## config.mk

```make
export PLATFORM = sky130hd
export DESIGN_NAME = eval_stack
export DESIGN_NICKNAME = d
export VERILOG_FILES = /design/src/rtl/eval_stack_pkg.sv /design/src/rtl/eval_stack.sv
export SDC_FILE = /design/constraint.sdc
export NUM_CORES = 1
export LEC_CHECK = 0
export CORE_AREA = 2 2 81 83
export DETAILED_ROUTE_END_ITERATION = 16
export DIE_AREA = 0 0 83 85
export DONT_BUFFER_PORTS = 1
export GPL_ROUTABILITY_DRIVEN = 0
export PLACE_DENSITY = 0.69
export SYNTH_ARGS = -nofsm -noshare
export SYNTH_HDL_FRONTEND = slang
export SYNTH_SLANG_ARGS = --single-unit
```

## constraint.sdc

```tcl
create_clock -name CLK -period 1.75 [get_ports CLK]
set_clock_uncertainty 0.1 [all_clocks]
set_input_delay 0.35 -clock CLK [delete_from_list [all_inputs] [get_ports CLK]]
set_output_delay 0.35 -clock CLK [all_outputs]
set_load 0.005 [all_outputs]
```

## src/rtl/eval_stack_pkg.sv

```systemverilog
// eval_stack_pkg: shared definitions for the three-register evaluation stack.
//   op_e        : stack opcode (NOP / PUSH / POP / REDUCE), 2 bits
//   STACK_DEPTH : number of stack registers (Areg, Breg, Creg)
//   DEPTH_MAX   : STACK_DEPTH in the width of the depth counter
package eval_stack_pkg;

   typedef enum logic [1:0] {
      OP_NOP    = 2'b00,
      OP_PUSH   = 2'b01,
      OP_POP    = 2'b10,
      OP_REDUCE = 2'b11
   } op_e;

   localparam int         STACK_DEPTH = 3;
   localparam logic [1:0] DEPTH_MAX   = 2'(STACK_DEPTH);

endpackage

```

## src/rtl/eval_stack.sv

```systemverilog
// eval_stack: Areg/Breg/Creg evaluation stack feeding the external adder.
// Areg drives adder B, Breg drives adder A; REDUCE writes the adder result
// back as the new top of stack. One op per cycle, 1-cycle latency, all
// outputs registered.
//   CLK, Reset_n : clock, asynchronous active-low reset
//   Op_Valid, Op : operation strobe and opcode
//   Push_Data    : value pushed on PUSH
//   Sum          : adder output, sampled on REDUCE
//   Clear_Err    : clears sticky Ovf/Unf (a same-cycle error still wins)
//   Top/Next/Third : Areg/Breg/Creg
//   Depth, Empty, Full : occupancy
//   Ovf, Unf     : sticky overflow / underflow flags
module eval_stack
   import eval_stack_pkg::*;
#(
   parameter int WIDTH = 16
) (
   input  logic             CLK,
   input  logic             Reset_n,
   input  logic             Op_Valid,
   input  logic [1:0]       Op,
   input  logic [WIDTH-1:0] Push_Data,
   input  logic [WIDTH-1:0] Sum,
   input  logic             Clear_Err,
   output logic [WIDTH-1:0] Top,
   output logic [WIDTH-1:0] Next,
   output logic [WIDTH-1:0] Third,
   output logic [1:0]       Depth,
   output logic             Empty,
   output logic             Full,
   output logic             Ovf,
   output logic             Unf
);

   logic [WIDTH-1:0] areg, breg, creg;
   logic [WIDTH-1:0] areg_n, breg_n, creg_n;
   logic [1:0]       depth, depth_n;
   logic             empty, full, ovf, unf;
   logic             ovf_set, unf_set;
   op_e              op;

   assign op = op_e'(Op);

   always_comb begin
      areg_n  = areg;
      breg_n  = breg;
      creg_n  = creg;
      depth_n = depth;
      ovf_set = 1'b0;
      unf_set = 1'b0;
      if (Op_Valid) begin
         case (op)
            OP_PUSH: begin
               // When full the old Creg simply falls off the bottom.
               creg_n = breg;
               breg_n = areg;
               areg_n = Push_Data;
               if (depth == DEPTH_MAX) ovf_set = 1'b1;
               else                    depth_n = depth + 2'd1;
            end
            OP_POP: begin
               if (depth == 2'd0) begin
                  unf_set = 1'b1;
               end else begin
                  areg_n  = breg;
                  breg_n  = creg;
                  creg_n  = '0;
                  depth_n = depth - 2'd1;
               end
            end
            OP_REDUCE: begin
               if (depth < 2'd2) begin
                  unf_set = 1'b1;
               end else begin
                  areg_n  = Sum;
                  breg_n  = creg;
                  creg_n  = '0;
                  depth_n = depth - 2'd1;
               end
            end
            default: ;
         endcase
      end
   end

   always_ff @(posedge CLK or negedge Reset_n) begin
      if (!Reset_n) begin
         areg  <= '0;
         breg  <= '0;
         creg  <= '0;
         depth <= 2'd0;
         empty <= 1'b1;
         full  <= 1'b0;
         ovf   <= 1'b0;
         unf   <= 1'b0;
      end else begin
         areg  <= areg_n;
         breg  <= breg_n;
         creg  <= creg_n;
         depth <= depth_n;
         // Empty/Full registered alongside depth so no output is decoded
         empty <= (depth_n == 2'd0);
         full  <= (depth_n == DEPTH_MAX);
         ovf   <= (ovf & ~Clear_Err) | ovf_set;
         unf   <= (unf & ~Clear_Err) | unf_set;
      end
   end

   assign Top   = areg;
   assign Next  = breg;
   assign Third = creg;
   assign Depth = depth;
   assign Empty = empty;
   assign Full  = full;
   assign Ovf   = ovf;
   assign Unf   = unf;

endmodule

```

Word-level counts from Yosys, hierarchy flattened
Cells that the tools add are included.
{ "op_classes": {"addsub": 2, "magnitude_cmp": 1, "eq_ne": 7, "n_mux": 21, "n_bitwise": 5, "reduce_logical": 4} }
{ "op_table": {"columns": ["operator", "count"], "rows": [
  ["16-bit one-hot mux with 3 select lines", 3],
  ["16-bit two-way mux", 6],
  ["2-bit == test, second input constant", 4],
  ["2-bit two-way mux", 4],
  ["1-bit two-way mux", 6],
  ["2-bit one-hot mux with 3 select lines", 1],
  ["2-bit logical NOT", 2],
  ["2-bit != test, second input constant", 2],
  ["4-bit AND reduction", 1],
  ["3-bit nonzero test", 1],
  ["2-bit by 1-bit adder with 2-bit output, second input constant", 1],
  ["1-bit bitwise AND", 2],
  ["2-bit by 1-bit == test with 1-bit output, second input constant", 1],
  ["2-bit < comparator, second input constant", 1],
  ["1-bit OR", 2],
  ["1-bit one-hot mux with 2 select lines", 1],
  ["2-bit by 1-bit subtractor with 2-bit output, second input constant", 1],
  ["1-bit inverter", 1]
]} }
{ "word_totals": {"regBits": 54, "in_bits": 38, "out_inout_bits": 54, "elab_cells": 48} }

Logic depth before layout (Yosys ltp)
Gate-level depths: netlist of run 1.
{ "logic_depth": {"depth_word": 5, "depth_mapped": 7, "mapped_depth_nobuf": 6} }

Least setup slack after synthesis of run 1
OpenSTA, ideal clock, no wires.
{ "synth_timing": {"path_kind": "register to register", "startpoint": "reg depth[0] (netlist: Depth[0])", "endpoint": "reg creg[0] (netlist: Third[0])", "setup_time_ps": 125, "arrival_ps": 1609, "t_required_ps": 1525, "setup_slack_ps": -84, "stages_incl_launch_ff": 8, "path_buffers": 1, "synth_period_minus_slack_ps": 1834, "path_cell_list": "dfrtp_1 -> inv_1 -> ha_1 -> nor2_4 -> a22o_4 -> nand2_8 -> buf_8 -> mux2_4"} }
{ "synth_via": {"elab_chain_len": 3, "word_cells_on_any_way": 5, "cone_classes": "order compare: 1; eq/ne: 2; reduce/logical: 2"} }
{ "synth_lines": {"columns": ["item", "line", "rtl"], "rows": [
  ["start: declaration", "eval_stack.sv:37", "logic [1:0] depth, depth_n;"],
  ["start signal: assignment", "eval_stack.sv:100", "depth <= depth_n;"],
  ["2-bit < comparator or 2-bit logical NOT (tied branches)", "eval_stack.sv:72, eval_stack.sv:62", null],
  ["2-bit != test (no source line)", null, null],
  ["4-bit AND reduction (no source line) (*)", null, null],
  ["end signal: assignment", "eval_stack.sv:99", "creg <= creg_n;"],
  ["end: declaration", "eval_stack.sv:35", "logic [WIDTH-1:0] areg, breg, creg;"]
]} }
Every way passes the cells marked *; elsewhere a longest branch is shown, timed or not.
A chain may end at the register's enable or synchronous reset.

Final worst setup path of run 1
{ "layout_timing": {"startpoint": "reg depth[1] (netlist: Depth[1])", "endpoint": "reg areg[4] (netlist: Top[4])"} }
{ "layout_via": {"elab_chain_len": 3, "word_cells_on_any_way": 5, "cone_classes": "order compare: 1; eq/ne: 2; reduce/logical: 2"} }
{ "layout_lines": {"columns": ["item", "line", "rtl"], "rows": [
  ["2-bit < comparator or 2-bit logical NOT (tied branches)", "eval_stack.sv:72, eval_stack.sv:62", null],
  ["2-bit != test (no source line)", null, null],
  ["4-bit AND reduction (no source line) (*)", null, null],
  ["end signal: assignment", "eval_stack.sv:97", "areg <= areg_n;"],
  ["end: declaration", "eval_stack.sv:35", null]
]} }
Marks and branches as above.

==> results of run 1 <==
## worst max path at each step
stage	startpoint	to	slack [ps]	depth (start not counted)
2_1_floorplan	Depth[0]$_DFF_PN0_	Third[0]$_DFFE_PN0P_	9	7
5_1_grt	Depth[1]$_DFF_PN0_	Top[4]$_DFFE_PN0P_	-20	7
3_3_place_gp	Depth[1]$_DFF_PN0_	Top[2]$_DFFE_PN0P_	40	7
6_report	Depth[1]$_DFF_PN0_	Top[4]$_DFFE_PN0P_	50	7
3_5_place_dp	Depth[1]$_DFF_PN0_	Top[4]$_DFFE_PN0P_	0.7	7
4_1_cts	Depth[1]$_DFF_PN0_	Top[4]$_DFFE_PN0P_	6	7
## power by group
group          switching (mW)  internal, mW
sequential              0.667          1.83
clock                   0.413         0.282
combinational           0.529         0.962
total                    1.61          3.07
## layout by cell type, fill, tap and decap left out
cell	instances
clkbuf_8	5
and2_1	1
clkinvlp_4	1
inv_1	3
inv_2	2
o221ai_1	1
ha_1	5
nor2_1	17
nand3_1	2
dfrtp_1	52
nor2b_1	16
dlygate4sd3_1	1
clkinv_4	1
a21o_1	1
mux2_4	30
dfrtp_2	1
buf_12	2
buf_4	10
buf_16	1
nand2_8	1
a22o_4	1
o21ai_0	3
a22o_1	1
ha_4	1
mux2_2	2
clkinv_2	1
o22ai_1	1
nor2_4	1
mux2i_1	33
a31oi_1	16
dfstp_2	1
nand2_1	3
buf_6	1
a21oi_1	33
nand2b_1	3
## worst register-to-register path: stages, from the launching register on
cell and delay, ps:
dfrtp_2 420, inv_2 70, ha_4 130, nor2_4 40
a22o_4 260, nand2_8 100, buf_4 140, mux2_2 340
## cell families (layout without fill, tap and decap cells)
| group | Yosys count | in the layout | share of synthesized area, % |
|---|---|---|---|
| multiplexers | 65 | 65 | 27.1 |
| AO/OA/AOI/OAI | 57 | 57 | 11.1 |
| flip-flops | 54 | 54 | 45.6 |
| AND/OR/NAND/NOR | 44 | 44 | 8.14 |
| buffers and inverters | 26 | 28 | 5.57 |
| adder cells (fa/ha/maj) | 6 | 6 | 2.53 |
## sequential cells by signal, indices dropped and copies added, names as in the netlist
signal,flops
Depth,2
Empty,1
Full,1
Next,16
Ovf,1
Third,16
Top,16
Unf,1
## timing repair
action,CTS,global route
pin swaps,0,1
buffers inserted,1,3
endpoints found under the hold margin,54,0
endpoints found under the setup margin,2,24
gates resized for setup,0,1
hold buffers,2,0
## layout make-up
cell class                 instances  area share [%]
multi-input combinational        172            45.9
timing repair buffer              15            5.15
clock buffer                       5            2.16
inverter                           5           0.589
clock inverter                     3           0.668
tap                               77            3.03
sequential                        54            42.5
## per-layer routing
metal	wire, µm	up-vias	track usage [%]
li1	-	889	-
met4	41	0	4.17
met1	2660	922	22.0
met2	2870	48	26.6
met5	0	-	0
met3	317	2	4.77
## cell usage after synthesis (all sizes together), types with 4 or more instances
| cell | count | area (µm²) |
|---|---|---|
| nor2b | 16 | 100 |
| buf | 18 | 135 |
| nand2 | 4 | 31.3 |
| inv | 5 | 18.8 |
| mux2 | 32 | 473 |
| mux2i | 33 | 330 |
| a31oi | 16 | 100 |
| nor2 | 18 | 75.1 |
| dfrtp | 53 | 1330 |
| a21oi | 33 | 165 |
| ha | 6 | 75.1 |
==> metrics.md, run 1 <==
| Metric | Value |
|---|---|
| Prevailing post-synth register cell | `dfrtp_1` |
| Hold Slack | `25.2 ps` |
| Area of the core | `6200 µm²` |
| Setup TNS | `0 ps` |
| IO Pins | `92` |
| Area occupied by registers | `1350 µm²` |
| IO Port Bufs | `0` |
| Worst r2r path cells | `7` |
| Fin. Hold Viols | `0` |
| Final global-route overflow total | `0` |
| CTS H-tree lvls | `2` |
| Starting Density | `47.8%` |
| Yosys reg bits | `54` |
| Syn Area/Cell | `11.8 µm²` |
| RR Endpoint | `Top[4]$_DFFE_PN0P_` |
| Rel. slew slack | `81.8%` |
| Slew Viols, Final | `0` |
| Slew @ Worst Pin | `273 ps` |
| Critical path buffers and inverters | `2` |
| Pleak | `1.49 nW` |
| Die span in y | `85 µm` |
| Worst-path cell chain | `inv_2, ha_4, nor2_4, a22o_4, nand2_8, buf_4, mux2_2` |
| Reg-to-Reg Start | `Depth[1]$_DFF_PN0_` |
| Vias | `1861` |
| Synthesis Warnings | `0` |
| Area grow syn2layout | `7.34%` |
| Clock-pin slew on the worst setup and hold paths | `100 ps` |
| Layout cells sized above 1 | `24.4%` |
| Pre-antenna DRT Iters | `6` |
| Setup Crit Path Kind | `flip-flop to flip-flop` |
| Worst slack, placed | `0.744 ps` |
| Hold Path Cell Cnt | `1` |
| DPL Wire Length | `3750 µm` |
| Pwr Density | `1470 nW/µm²` |
| Die ar. | `7060 µm²` |
| Post-Route WL | `5890 µm` |
| Total power | `4.68 mW` |
| Fmax | `0.587 GHz` |
| Initial antenna violation count | `0` |
| Skew-Pair Late Insertion Delay | `300 ps` |
| RSZ-0062 raised after global routing | `true` |
| Placed cell count | `317` |
| Post-synthesis async set-or-reset flop share | `100%` |
| FILL cells | `540` |
| Synthesized area | `2970 µm²` |
| Multi-input gate area | `1460 µm²` |
| Sequential-to-total area share from yosys stat | `45.6%` |
| Final setup viols | `0` |
| Antenna fix cells | `0` |
| Vias per inst | `5.62` |
| Root buffer cell | `clkbuf_8` |
| Critical path fanouts, max | `6` |
| First-pass GRT wire length | `9420 µm` |
| Worst Hold Path EP | `Unf$_DFF_PN0_` |
| Final WS setup | `46.7 ps` |
| Post-synth EDFFs | `0` |
| Initial drt markers | `111` |
| Post-Layout Inst Area | `3180 µm²` |
| Post-Syn Instances | `252` |
| Num rows | `29` |
| Num CTS Buffers | `5` |
| Layout Nets | `297` |
| Critical Path RT | `1840 ps` |
| Min-Delay Path Class | `input pin to flip-flop` |
| CTS sink cnt | `54` |
| Run status | `finished, final reports clean` |
| Vias in the first global route | `1769` |
| Fin cells | `331` |
| R2R setup slack | `50 ps` |
| Peak VDD IR | `0.000579 V` |
| CP Data Arrival Time | `1790 ps` |
| Final period util | `97.3%` |
| Largest net degree at the start of global routing | `74` |
| Slowest-stage cell, CP | `dfrtp_2` |
| Die W | `83 µm` |
| Tmin final | `1700 ps` |
| Final core utilization | `51.3%` |
| CTS tree | `built` |
| Max Cap Viol | `0` |
| Crit-path leading delay family | `flip-flops` |
| Syn_nets | `296` |
| Critical Path End Type | `flip-flop` |
| Crit path largest cell delay | `420 ps` |
| DP Area | `3020 µm²` |
| Avg WL per Cell | `17.8 µm` |
| Antenna-violating nets left | `0` |
| Worst min-delay path startpoint | `Clear_Err` |
| Count of cell types in the netlist | `29` |
| Startpoint types | `flip-flop` |
| GRT Total Usage | `16.5%` |
| DRC errors left | `0` |
| Clock Path Buffers | `2` |
Power figures use the tool's default switching activity.
==> inputs of run 2 (changes only) <==
--- a/config.mk
+++ b/config.mk
@@ -6,10 +6,11 @@
 export NUM_CORES = 1
 export LEC_CHECK = 0
-export CORE_AREA = 2 2 81 83
+export ABC_AREA = 1
+export CORE_AREA = 2 2 77 79
 export DETAILED_ROUTE_END_ITERATION = 16
-export DIE_AREA = 0 0 83 85
+export DIE_AREA = 0 0 79 81
 export DONT_BUFFER_PORTS = 1
 export GPL_ROUTABILITY_DRIVEN = 0
-export PLACE_DENSITY = 0.69
+export PLACE_DENSITY = 0.7
 export SYNTH_ARGS = -nofsm -noshare
 export SYNTH_HDL_FRONTEND = slang
==> constraint.sdc (replaced) <==
create_clock -name CLK -period 1.75 [get_ports CLK]
set_clock_uncertainty 0.1 [all_clocks]
set_input_delay 0.175 -clock CLK [delete_from_list [all_inputs] [get_ports CLK]]
set_output_delay 0.175 -clock CLK [all_outputs]
set_load 0.005 [all_outputs]
==> run 2 against run 1 <==
Against the previous run:
- final area shrank 4.4%
- via count is 21% higher
- utilization increased by 2.3 points
- routed wire length grew 9.3%
- critical path type unchanged
- critical endpoint is now Third[10]$_DFFE_PN0P_
- largest cell class is now sequential cells
- largest power group unchanged
==> metrics.md, run 2 <==
| Metric | Value |
|---|---|
| Top cell type's share of synthesized area | `48.9%` |
| Fmax | `0.632 GHz` |
| Worst min-delay path startpoint | `Push_Data[4]` |
| Num rows | `28` |
| Post-Syn Instances | `347` |
| Slew @ Worst Pin | `304 ps` |
| CP Data Arrival Time | `1670 ps` |
| Commonest non-fill, non-tap cell in the layout | `nand2_1` |
| Setup TNS | `0 ps` |
| RSZ-0062 raised after global routing | `false` |
| Max Cap Viol | `0` |
| Vias per inst | `5.17` |
| Largest net degree at the start of global routing | `55` |
| Skew-Pair Late Insertion Delay | `300 ps` |
| Most frequent cells in the layout | `nand2_1, dfrtp_1, o21ai_1, nand3_1, o21ai_0` |
| Layout Nets | `403` |
| Vias | `2250` |
| Synth area leader | `dfrtp_1` |
| Startpoint types | `flip-flop` |
| Worst Hold Path EP | `Top[4]$_DFFE_PN0P_` |
| Fin. Hold Viols | `0` |
| Die ar. | `6400 µm²` |
| Num CTS Buffers | `5` |
| Final core utilization | `53.6%` |
| Post-synthesis async set-or-reset flop share | `100%` |
| Post-Route WL | `6440 µm` |
| Clock-pin slew on the worst setup and hold paths | `90 ps` |
| Top post-synthesis cells by area | `dfrtp_1, nand2_1, o21ai_1` |
| Hold Path Cell Cnt | `4` |
| Antenna-violating nets left | `0` |
| DPL Wire Length | `4040 µm` |
| Tmin final | `1580 ps` |
| Most numerous cell in the Yosys netlist | `nand2_1` |
| Die W | `79 µm` |
| Area of the core | `5680 µm²` |
| Layout cells sized above 1 | `10.6%` |
| Critical Path End Type | `flip-flop` |
| Clock Path Buffers | `2` |
| CTS tree | `built` |
| Rel. slew slack | `79.7%` |
| R2R setup slack | `170 ps` |
| Synthesized area | `2710 µm²` |
| Vias in the first global route | `2216` |
| First-pass GRT wire length | `10600 µm` |
| Synthesis Warnings | `0` |
| Setup Crit Path Kind | `flip-flop to flip-flop` |
| Syn_nets | `391` |
| Die span in y | `81 µm` |
| Final period util | `90.5%` |
| Final global-route overflow total | `0` |
| Final setup viols | `0` |
| Antenna fix cells | `0` |
| IO Pins | `92` |
| IO Port Bufs | `0` |
| Pleak | `1.48 nW` |
| Area grow syn2layout | `12.3%` |
| Total power | `3.18 mW` |
| CTS H-tree lvls | `2` |
| Critical Path RT | `1840 ps` |
| Hold Slack | `5.47 ps` |
| Reg-to-Reg Start | `Depth[1]$_DFF_PN0_` |
| Prevailing post-synth register cell | `dfrtp_1` |
| Synth top cells by count | `nand2_1, dfrtp_1, o21ai_1` |
| GRT Total Usage | `21.0%` |
| Count of cell types in the netlist | `19` |
| Root buffer cell | `clkbuf_8` |
| DRC errors left | `0` |
| Initial antenna violation count | `0` |
| Syn Area/Cell | `7.81 µm²` |
| Starting Density | `47.8%` |
| Avg WL per Cell | `14.8 µm` |
| Sequential-to-total area share from yosys stat | `49.9%` |
| Peak VDD IR | `0.000458 V` |
| Min-Delay Path Class | `input pin to flip-flop` |
| Run status | `finished, final reports clean` |
| Yosys reg bits | `54` |
| RR Endpoint | `Third[10]$_DFFE_PN0P_` |
| Slew Viols, Final | `0` |
| CTS sink cnt | `54` |
| Postcts setup bufs | `0` |
| Pwr Density | `1050 nW/µm²` |
| Post-synth EDFFs | `0` |
| Worst r2r path cells | `7` |
| Critical path fanouts, max | `25` |
| Initial drt markers | `102` |
| Pre-antenna DRT Iters | `4` |
-- run 2: power by group --
group	internal [mW]	switching [mW]
Combinational	0.293	0.362
Sequential	1.52	0.323
Clock	0.283	0.394
-- run 2: critical path: stages, from the launching register on --
cell	delay (ps)
dfrtp_1	440
inv_1	130
ha_1	190
nand2_1	120
nand3_4	110
buf_4	230
nand2_1	80
o21ai_1	60
-- run 2: per-layer routing --
metal	wire length, µm	part of all wire [%]	vias up	GRT usage [%]
li1	-	-	1123	-
met1	2720	42	1059	26.1
met4	33	0.51	0	4.31
met2	3280	51	64	36.7
met5	0	0	-	0
met3	395	6.1	4	5.89
-- run 2: worst max-delay path by stage --
stage / from / end
final: Depth[1]$_DFF_PN0_ / Third[10]$_DFFE_PN0P_
after floorplan: Depth[0]$_DFF_PN0_ / Next[13]$_DFFE_PN0P_
after global placement: Depth[0]$_DFF_PN0_ / Next[15]$_DFFE_PN0P_
after global routing: Depth[1]$_DFF_PN0_ / Next[12]$_DFFE_PN0P_
after detailed placement: Depth[0]$_DFF_PN0_ / Third[2]$_DFFE_PN0P_
after CTS: Depth[0]$_DFF_PN0_ / Top[10]$_DFFE_PN0P_
-- run 2: area by class of cell --
cell class / count / area, µm²
Clock buffer: 6 / 72.6
Clock inverter: 2 / 13.8
Tap cell: 75 / 93.8
Multi-Input combinational cell: 261 / 1190
Timing Repair Buffer: 24 / 263
Fill cell: 563 / 2630
Sequential cell: 54 / 1350
Inverter: 13 / 51.3
-- run 2: metrics by stage --
| step | cells | setup slack (ps) | area (µm²) |
|---|---|---|---|
| 2_1_floorplan | 347 | 335 | 2710 |
| 3_3_place_gp | 409 | 199 | 2750 |
| 3_5_place_dp | 409 | 135 | 2750 |
| 4_1_cts | 434 | 124 | 3020 |
| 5_1_grt | 435 | 1.67 | 3040 |
| 6_report | 435 | 167 | 3040 |
-- run 2: kinds of logic (layout without fill, tap and decap cells) --
logic type / after synthesis / count (layout) / share of synthesized area [%]
and+or+nand+nor: 203 / 203 / 31.7
adders and majority gates: 6 / 6 / 2.77
AOI/OAI and AO/OA: 52 / 52 / 9.60
buffers and inverters: 32 / 45 / 6.00
DFF: 54 / 54 / 49.9
-- run 2: timing repair --
action / in CTS / in global routing
endpoints found under the setup margin: 0 / 20
hold buffers: 17 / 1
gates resized for setup: 0 / 5
hold endpoints to repair: 66 / 1
==> inputs of run 3 (changes only) <==
HOLD_SLACK_MARGIN = 0.02   (was unset)
==> run 3 against run 2 <==
Against the previous run:
- final cell count rose by 4.1%
- routed wire length rose by 2.8%
- combinational power rose by 8.9%
- count of clock-buffer cells in the layout did not move
- global-route usage rose by 0.89 points
- die area did not move
- largest cell class unchanged
- largest power group unchanged
- highest routed layer unchanged
==> metrics.md, run 3 (synthesized netlist as in run 2, its figures left out) <==
| Metric | Value |
|---|---|
| Run status | `finished, final reports clean` |
| Postcts setup bufs | `0` |
| Area of the core | `5680 µm²` |
| Vias in the first global route | `2327` |
| Commonest non-fill, non-tap cell in the layout | `nand2_1` |
| Setup Crit Path Kind | `flip-flop to flip-flop` |
| Largest net degree at the start of global routing | `55` |
| Final setup viols | `0` |
| Final global-route overflow total | `0` |
| Layout cells sized above 1 | `10.1%` |
| Die span in y | `81 µm` |
| Die W | `79 µm` |
| Slew @ Worst Pin | `310 ps` |
| Num CTS Buffers | `5` |
| CTS tree | `built` |
| DPL Wire Length | `4040 µm` |
| Root buffer cell | `clkbuf_8` |
| IO Port Bufs | `0` |
| Post-Route WL | `6610 µm` |
| Tmin final | `1590 ps` |
| Clock-pin slew on the worst setup and hold paths | `90 ps` |
| Pre-antenna DRT Iters | `4` |
| Startpoint types | `flip-flop` |
| Fmax | `0.629 GHz` |
| Initial antenna violation count | `0` |
| Setup TNS | `0 ps` |
| Avg WL per Cell | `14.6 µm` |
| Peak VDD IR | `0.000458 V` |
| Most frequent cells in the layout | `nand2_1, dfrtp_1, dlygate4sd3_1, o21ai_1, nand3_1` |
| Critical Path RT | `1840 ps` |
| Fin cells | `453` |
| IO Pins | `92` |
| RSZ-0062 raised after global routing | `false` |
| GRT Total Usage | `21.9%` |
| Max Cap Viol | `0` |
| Skew-Pair Late Insertion Delay | `300 ps` |
| Fin. Hold Viols | `0` |
| Starting Density | `47.8%` |
| Pwr Density | `1000 nW/µm²` |
| Rel. slew slack | `79.3%` |
| CTS H-tree lvls | `2` |
| Final period util | `90.8%` |
| Initial drt markers | `129` |
| Critical path fanouts, max | `25` |
| Antenna-violating nets left | `0` |
| Die ar. | `6400 µm²` |
| First-pass GRT wire length | `11100 µm` |
| Num rows | `28` |
| DRC errors left | `0` |
| Min-Delay Path Class | `input pin to flip-flop` |
| Area grow syn2layout | `18.9%` |
| Placed cell count | `409` |
| Clock Path Buffers | `2` |
| Critical Path End Type | `flip-flop` |
| Vias | `2343` |
| Slew Viols, Final | `0` |
| Vias per inst | `5.17` |
| Layout Nets | `421` |
| CP Data Arrival Time | `1670 ps` |
| CTS sink cnt | `54` |
| Pleak | `1.56 nW` |
| Antenna fix cells | `0` |
run 3: cell types whose count changed in the layout (fill, tap and decap cells not counted):
cell and delta:
dlygate4sd3_1 +18
run 3: path summary, 6_finish.rpt:
| path | start | slack (ps) | cells past startpoint | to |
|---|---|---|---|---|
| min in group asynchronous | Reset_n | 290 | 2 | Next[4]$_DFFE_PN0P_ |
| max in group asynchronous | Reset_n | 980 | 2 | Empty$_DFF_PN1_ |
| min reg2reg | Top[6]$_DFFE_PN0P_ | 440 | 2 | Top[6]$_DFFE_PN0P_ |
| max reg2reg | Depth[1]$_DFF_PN0_ | 160 | 7 | Third[10]$_DFFE_PN0P_ |
| min | Op[1] | 40 | 4 | Depth[1]$_DFF_PN0_ |
| max | Depth[1]$_DFF_PN0_ | 160 | 7 | Third[10]$_DFFE_PN0P_ |
run 3: layer usage:
| metal | wire, µm | part of all wire [%] | track usage, % | vias to the layer above |
|---|---|---|---|---|
| li1 | - | - | - | 1159 |
| met2 | 3310 | 50 | 38.8 | 74 |
| met5 | 0 | 0 | 0 | - |
| met1 | 2860 | 43 | 26.9 | 1106 |
| met3 | 402 | 6.1 | 5.89 | 4 |
| met4 | 33 | 0.50 | 4.48 | 0 |
run 3: power by group:
| part | switching (mW) | internal (mW) |
|---|---|---|
| Sequential | 0.325 | 1.52 |
| Clock | 0.393 | 0.283 |
| Combinational | 0.374 | 0.338 |
| Total | 1.09 | 2.15 |
run 3: layout make-up:
| class | instances | area (µm²) |
|---|---|---|
| clock buffer | 6 | 72.6 |
| clock inverter | 2 | 13.8 |
| fill | 541 | 2450 |
| inverter | 13 | 51.3 |
| multi-input combinational | 261 | 1190 |
| sequential | 54 | 1350 |
| tap | 75 | 93.8 |
| timing repair buffer | 42 | 443 |
run 3: stage by stage:
step | instance area (µm²) | util (%) | total power [mW] | worst slack [ps] | hold slack, ps
after floorplan | 2710 | - | 2.28 | 335 | -221
after global placement | 2750 | 48.4 | 2.43 | 199 | -219
after detailed placement | 2750 | 48.4 | 2.46 | 135 | -220
after CTS | 3210 | 56.6 | 3.27 | 124 | 21.1
after global routing | 3220 | 56.8 | 3.49 | 2.54 | 60.4
final | 3220 | 56.8 | 3.24 | 161 | 42.5
run 3: critical path, cell delays in order, from the launching register on:
cell,delay [ps]
dfrtp_1,440
inv_1,140
ha_1,200
nand2_1,120
nand3_4,110
buf_4,230
nand2_1,80
o21ai_1,60
run 3: repair_timing:
item                       4_1_cts  5_1_grt
hold endpoints to repair        75        0
gates resized for setup          0        5
setup endpoints to repair        0       20
hold buffers                    36        0
